$ cat src/rtl/mem_arbiter.sv
// ---------------------------------------------------------------------------
// mem_arbiter
//
// Shares one single-ported memory between two requesters: port 0 (instruction
// fetch) and port 1 (data load/store). Requests are arbitrated round-robin.
// Only one memory transaction is outstanding at a time. A timeout counter
// retires a hung transaction with an error response.
//
// Handshake semantics:
//   - A request transfers on the cycle where reqN_valid && reqN_ready are
//     both high. The requester holds its valid, write, addr and wdata stable
//     until then. reqN_ready is combinational and is only ever high in IDLE,
//     and only for the granted port.
//   - The memory request transfers on the cycle where mem_valid && mem_ready
//     are both high. mem_write, mem_addr and mem_wdata are held stable while
//     mem_valid is high.
//   - mem_resp_valid completes the transaction. It is honoured only in WAIT.
//   - respN_valid is a single-cycle pulse with no back-pressure. resp_rdata
//     and resp_error are meaningful only while a resp pulse is high.
//
// Ports:
//   clock, reset          rising-edge clock; asynchronous active-low reset
//   req0_*                fetch requester (valid/write/addr/wdata in, ready out)
//   resp0_valid           fetch response pulse
//   req1_*, resp1_valid   data requester, same shape as port 0
//   resp_rdata            read data for the pulsing port (0 for writes/timeouts)
//   resp_error            response was produced by a timeout
//   mem_*                 memory request channel and completion inputs
//   error_sticky          set by any timeout, cleared only by reset
//   busy                  a transaction is in progress (state != IDLE)
//   state_dbg             current FSM state, for observation
// ---------------------------------------------------------------------------
module mem_arbiter #(
    parameter int ADDR_WIDTH    = 32,
    parameter int DATA_WIDTH    = 32,
    parameter int TIMEOUT       = 255,
    parameter int TIMEOUT_WIDTH = 8
) (
    input  logic                  clock,
    input  logic                  reset,

    input  logic                  req0_valid,
    input  logic                  req0_write,
    input  logic [ADDR_WIDTH-1:0] req0_addr,
    input  logic [DATA_WIDTH-1:0] req0_wdata,
    output logic                  req0_ready,
    output logic                  resp0_valid,

    input  logic                  req1_valid,
    input  logic                  req1_write,
    input  logic [ADDR_WIDTH-1:0] req1_addr,
    input  logic [DATA_WIDTH-1:0] req1_wdata,
    output logic                  req1_ready,
    output logic                  resp1_valid,

    output logic [DATA_WIDTH-1:0] resp_rdata,
    output logic                  resp_error,

    output logic                  mem_valid,
    output logic                  mem_write,
    output logic [ADDR_WIDTH-1:0] mem_addr,
    output logic [DATA_WIDTH-1:0] mem_wdata,
    input  logic                  mem_ready,
    input  logic                  mem_resp_valid,
    input  logic [DATA_WIDTH-1:0] mem_rdata,

    output logic                  error_sticky,
    output logic                  busy,
    output logic [1:0]            state_dbg
);

    typedef enum logic [1:0] {
        IDLE  = 2'd0,
        ISSUE = 2'd1,
        WAIT  = 2'd2
    } state_t;

    state_t                   state;
    state_t                   state_next;

    logic                     last_grant;
    logic                     lat_port;
    logic [TIMEOUT_WIDTH-1:0] tmo_cnt;

    logic                     grant_en;
    logic                     grant_port;
    logic                     complete;
    logic                     timed_out;
    logic                     tmo_hit;

    // The counter holds the number of cycles already spent in ISSUE/WAIT
    // before the current one, so hitting TIMEOUT means this is the last
    // cycle a completion can still win.
    assign tmo_hit = (tmo_cnt == TIMEOUT_WIDTH'(TIMEOUT));

    // -----------------------------------------------------------------------
    // State register
    // -----------------------------------------------------------------------
    always_ff @(posedge clock or negedge reset) begin
        if (!reset) begin
            state <= IDLE;
        end else begin
            state <= state_next;
        end
    end

    // -----------------------------------------------------------------------
    // Next state, grant decision and transaction events
    // -----------------------------------------------------------------------
    always_comb begin
        state_next = state;
        req0_ready = 1'b0;
        req1_ready = 1'b0;
        grant_en   = 1'b0;
        grant_port = 1'b0;
        complete   = 1'b0;
        timed_out  = 1'b0;

        case (state)
            IDLE: begin
                // On a tie the port that did not win last time is served.
                if (req0_valid && req1_valid) begin
                    grant_en   = 1'b1;
                    grant_port = ~last_grant;
                end else if (req0_valid) begin
                    grant_en   = 1'b1;
                    grant_port = 1'b0;
                end else if (req1_valid) begin
                    grant_en   = 1'b1;
                    grant_port = 1'b1;
                end
                req0_ready = grant_en && !grant_port;
                req1_ready = grant_en &&  grant_port;
                if (grant_en) begin
                    state_next = ISSUE;
                end
            end

            ISSUE: begin
                // A timeout abandons the request even if memory accepts now.
                if (tmo_hit) begin
                    timed_out  = 1'b1;
                    state_next = IDLE;
                end else if (mem_ready) begin
                    state_next = WAIT;
                end
            end

            WAIT: begin
                // A completion on the timeout cycle still counts as success.
                if (mem_resp_valid) begin
                    complete   = 1'b1;
                    state_next = IDLE;
                end else if (tmo_hit) begin
                    timed_out  = 1'b1;
                    state_next = IDLE;
                end
            end

            default: begin
                state_next = IDLE;
            end
        endcase
    end

    assign mem_valid = (state == ISSUE);
    assign busy      = (state != IDLE);
    assign state_dbg = state;

    // -----------------------------------------------------------------------
    // Request latch, round-robin history and timeout counter
    // -----------------------------------------------------------------------
    always_ff @(posedge clock or negedge reset) begin
        if (!reset) begin
            last_grant <= 1'b1;
            lat_port   <= 1'b0;
            mem_write  <= 1'b0;
            mem_addr   <= '0;
            mem_wdata  <= '0;
            tmo_cnt    <= '0;
        end else begin
            if (grant_en) begin
                last_grant <= grant_port;
                lat_port   <= grant_port;
                mem_write  <= grant_port ? req1_write : req0_write;
                mem_addr   <= grant_port ? req1_addr  : req0_addr;
                mem_wdata  <= grant_port ? req1_wdata : req0_wdata;
                tmo_cnt    <= '0;
            end else if ((state != IDLE) && (state_next != IDLE)) begin
                // Stops counting on retire so the counter never wraps.
                tmo_cnt <= tmo_cnt + 1'b1;
            end
        end
    end

    // -----------------------------------------------------------------------
    // Response pulse, read data and sticky error
    // -----------------------------------------------------------------------
    always_ff @(posedge clock or negedge reset) begin
        if (!reset) begin
            resp0_valid  <= 1'b0;
            resp1_valid  <= 1'b0;
            resp_error   <= 1'b0;
            resp_rdata   <= '0;
            error_sticky <= 1'b0;
        end else begin
            resp0_valid <= (complete || timed_out) && !lat_port;
            resp1_valid <= (complete || timed_out) &&  lat_port;
            resp_error  <= timed_out;
            if (complete) begin
                // Writes carry no read data; whatever is on the bus is dropped.
                resp_rdata <= mem_write ? '0 : mem_rdata;
            end else if (timed_out) begin
                resp_rdata <= '0;
            end
            if (timed_out) begin
                error_sticky <= 1'b1;
            end
        end
    end

endmodule

$ cat config.mk
export PLATFORM = sky130hd
export DESIGN_NAME = mem_arbiter
export DESIGN_NICKNAME = d
export VERILOG_FILES = /design/src/rtl/mem_arbiter.sv
export SDC_FILE = /design/constraint.sdc
export NUM_CORES = 1
export LEC_CHECK = 0
export CORE_MARGIN = 1
export CORE_UTILIZATION = 42
export DETAILED_ROUTE_END_ITERATION = 10
export HOLD_SLACK_MARGIN = 0.1
export PLACE_DENSITY = 0.95
export SYNTH_ARGS = -nofsm -noshare
export SYNTH_HDL_FRONTEND = slang
export SYNTH_SLANG_ARGS = --single-unit
$ cat constraint.sdc
create_clock -name clock -period 3.2 [get_ports clock]
set_clock_uncertainty 0.2 [all_clocks]
set_input_delay 0.64 -clock clock [delete_from_list [all_inputs] [get_ports clock]]
set_output_delay 0.64 -clock clock [all_outputs]
set_load 0.02 [all_outputs]
==> flow_metrics.env <==
export IMPL_cts_sinks=113
export IMPL_tritoncts="built"
export IMPL_gp_congestion=0.7666
export IMPL_crit_required_ns=2.36
export IMPL_synth_xor_area_share_pct=0.1791
export IMPL_viasPerCell=5.329
export IMPL_ys_seq_area_share_pct=57.86
export IMPL_synth_fp_nets=684
export IMPL_fin_cells=933
export IMPL_r2r_setup_slack_ns=0.75
export IMPL_setup_tns_ns=0
export IMPL_p_int_mw=5.380
export IMPL_grt_pass1_wl_microns=24280
export IMPL_synth_avg_cell_area_sq_um=9.569
export IMPL_p_seq_share_pct=28.1
export IMPL_rsz0062_at_grt="false"
export IMPL_coreArea_sq_um=11370
export IMPL_reg2regPathDepth=7
export IMPL_r2r_start="state_dbg[0]$_DFF_PN0_"
export IMPL_hold_violations=0
export IMPL_h_tree_depth=4
export IMPL_die_w_microns=109.9
export IMPL_grt_pass1_vias=4698
export IMPL_initial_utilization_pct=43.01
export IMPL_final_core_util_pct=74.39
export IMPL_synthTopCellsByCount="dfrtp_1, nand2_1, nor2_1"
export IMPL_synth_cells=511
export IMPL_synth_distinct_cells=32
export IMPL_ir_worst_vdd_mv=0.7561
export IMPL_cts_buffers_inserted=17
export IMPL_via_count=4972
export IMPL_diodes=0
export IMPL_syn_cell_area_sq_um=4890
export IMPL_die_area_sq_um=12080
export IMPL_outcome="finished clean"
export IMPL_ys_async_sr_fraction_pct=100.0
export IMPL_synthMuxAreaShare_pct=1.228
export IMPL_setup_viol=0
export IMPL_synth_seq_cells=113
export IMPL_p_per_area_nw_per_um2=1037
export IMPL_clkTransAtPathRegs_ns=0.05
export IMPL_worstMarginPinSlew_ns=0.7423
export IMPL_crit_start="state_dbg[0]$_DFF_PN0_"
export IMPL_area_delta_synth_final_pct=72.98
export IMPL_synth_flop_cell="dfrtp_1"
export IMPL_clock_fmax_mhz=326.4
export IMPL_cts_buffer_depth=2
export IMPL_slew_headroom_pct=50.52
export IMPL_wire_per_inst_microns=17.76
export IMPL_nets=950
export IMPL_yosysMostFrequentCell="dfrtp_1"
export IMPL_combPwrFrac_pct=48.2
export IMPL_crit_type="reg2out"
export IMPL_antenna_left=0
export IMPL_fin_crit_ns=3.063
export IMPL_leakage_nw=3.634
export IMPL_swShare_pct=38.65
export IMPL_insertion_delay_ns=0.41
export IMPL_synth_edf_count=0
export IMPL_fin_area_sq_um=8458
export IMPL_die_y_microns=109.9
export IMPL_worstPathMaxFanout=7
export IMPL_drcViolationCount=0
export IMPL_grt_max_degree=68
export IMPL_reg2reg_to="mem_addr[13]$_DFFE_PN0P_"
export IMPL_io_pins=275
export IMPL_fin_crit_sh_pct=95.73
export IMPL_antenna_found_initial=0
export IMPL_hpwl_microns=11120
export IMPL_endpoint_kind="primary output"
export IMPL_switching_power_mw=3.389
export IMPL_total_power_mw=8.769
export IMPL_worst_ep_arrival_time_ns=2.22
export IMPL_synth_simple_area_share_pct=13.59
export IMPL_yosys_area_top_type_share_pct=57.32
export IMPL_synth_compound_area_share_pct=21.95
export IMPL_yosysWarnings=0
export IMPL_drt_iter0_drc=325
export IMPL_num_rows=39
export IMPL_place_inst=901
export IMPL_ctsHoldBuffers=0
export IMPL_drive_gt1_share_pct=6.835
export IMPL_port_buffers=274
export IMPL_endpoint="req0_ready"
export IMPL_maxSlewViolCount=0
export IMPL_routed_wl_microns=16570
export IMPL_power_share_clock_pct=23.7
export IMPL_firstDrtPassIters=5
export IMPL_root_buffer="clkbuf_16"
export IMPL_place_area_sq_um=7801
export IMPL_synth_top_area_cell="dfrtp_1"
export IMPL_grt_use_total_pct=27.12
export IMPL_cp_start_kind="flop"
export IMPL_gr_total_overflow=0
export IMPL_min_path_type="in2async"
export IMPL_maxCapViolCount=0
export IMPL_synth_fa_ha_area_share_pct=1.279
export IMPL_synth_top_family_by_area="compound AO/OA/AOI/OAI gates"
export IMPL_synthTopCellsByArea="dfrtp_1, a21oi_1, o21ai_0"
[layer usage]
layer / vias to the layer above / GRT usage (%) / part of all wire (%)
li1: 2287 / - / -
met1: 2395 / 29.33 / 37
met2: 261 / 47.28 / 51
met3: 29 / 9.840 / 9.3
met4: 0 / 12.19 / 2.3
met5: - / 0 / 0
[power by group through the flow]
stage               Combinational (mW)  Sequential (mW)  Clock [mW]
global placement                  4.07             2.41           0
finish                            4.23             2.46        2.08
floorplan                         1.42             3.14           0
CTS                               4.26             2.46        2.12
global route                      4.54             2.54        2.18
detailed placement                4.19             2.47           0
[worst max-delay path: stages, from the launching register on]
cell and delay, ns:
dfrtp_1 0.43, inv_1 0.14, ha_2 0.31, nand2_1 0.12, a21oi_4 0.19, clkdlybuf4s50_1 0.64
[area by class of cell]
type / count / area, sq um
Multi-Input combinational cell: 356 / 1916
Sequential cell: 113 / 2829
Fill cell: 748 / 2912
Clock buffer: 20 / 446.7
Clock inverter: 12 / 207.7
Timing Repair Buffer: 283 / 2858
Tap cell: 143 / 178.9
Inverter: 6 / 22.52
[flip-flops by register name, indices dropped and copies added (netlist names)]
register,cells
mem_addr,32
resp1_valid,1
error_sticky,1
last_grant,1
resp_rdata,32
state_dbg,2
mem_write,1
mem_wdata,32
tmo_cnt,8
resp0_valid,1
resp_error,1
lat_port,1
[cells by family (layout without fill, tap and decap cells)]
family | after synthesis | in the layout
compound gates | 178 | 178
simple gates | 166 | 166
flops | 113 | 113
buf+inv | 42 | 321
mux | 6 | 6
fa+ha+maj | 5 | 5
xor+xnor | 1 | 1
[worst min-delay path by stage]
stage                         start                   endpoint  slack, ns
3_5_place_dp   lat_port$_DFFE_PN0P_      resp0_valid$_DFF_PN0_       0.25
4_1_cts                       reset     tmo_cnt[6]$_DFFE_PN0P_       0.11
5_1_grt                       reset  mem_wdata[13]$_DFFE_PN0P_       0.14
2_1_floorplan                 reset   error_sticky$_DFFE_PN0P_       0.14
6_report                      reset  mem_wdata[13]$_DFFE_PN0P_       0.08
3_3_place_gp   lat_port$_DFFE_PN0P_      resp0_valid$_DFF_PN0_       0.25
[timing repair]
action	CTS	global route
setup buffers	0	0
endpoints found under the setup margin	1	0
resized for setup	1	0
[cells in the final DEF (no fill, tap or decap), types with 2 or more instances in the layout]
cell type	synthesis	routed
nor2_1	71	69
and3_1	3	3
clkbuf_16	0	17
nand2b_1	2	2
clkinv_4	0	6
a22o_1	32	32
clkbuf_1	21	2
nand3_1	3	3
a211o_1	2	2
a21o_1	3	3
nand2_1	80	80
mux2i_1	6	6
dfrtp_1	112	112
buf_4	0	6
bufinv_16	0	5
ha_1	5	4
o21ai_0	67	66
inv_1	6	6
a21oi_1	68	66
a21oi_4	0	2
clkdlybuf4s50_1	0	273
nor3_1	2	2
buf_12	0	4
[metrics by stage]
stage / worst slack (ns) / hold slack [ns]
after detailed placement: 0.1801 / 0.2525
after floorplan: 0.7899 / 0.1444
after CTS: 0.1090 / 0.1086
after global placement: 0.1744 / 0.2460
after global routing: 0.03858 / 0.1385
final: 0.1365 / 0.08250
No activity file was read; power rests on OpenSTA's default activity.
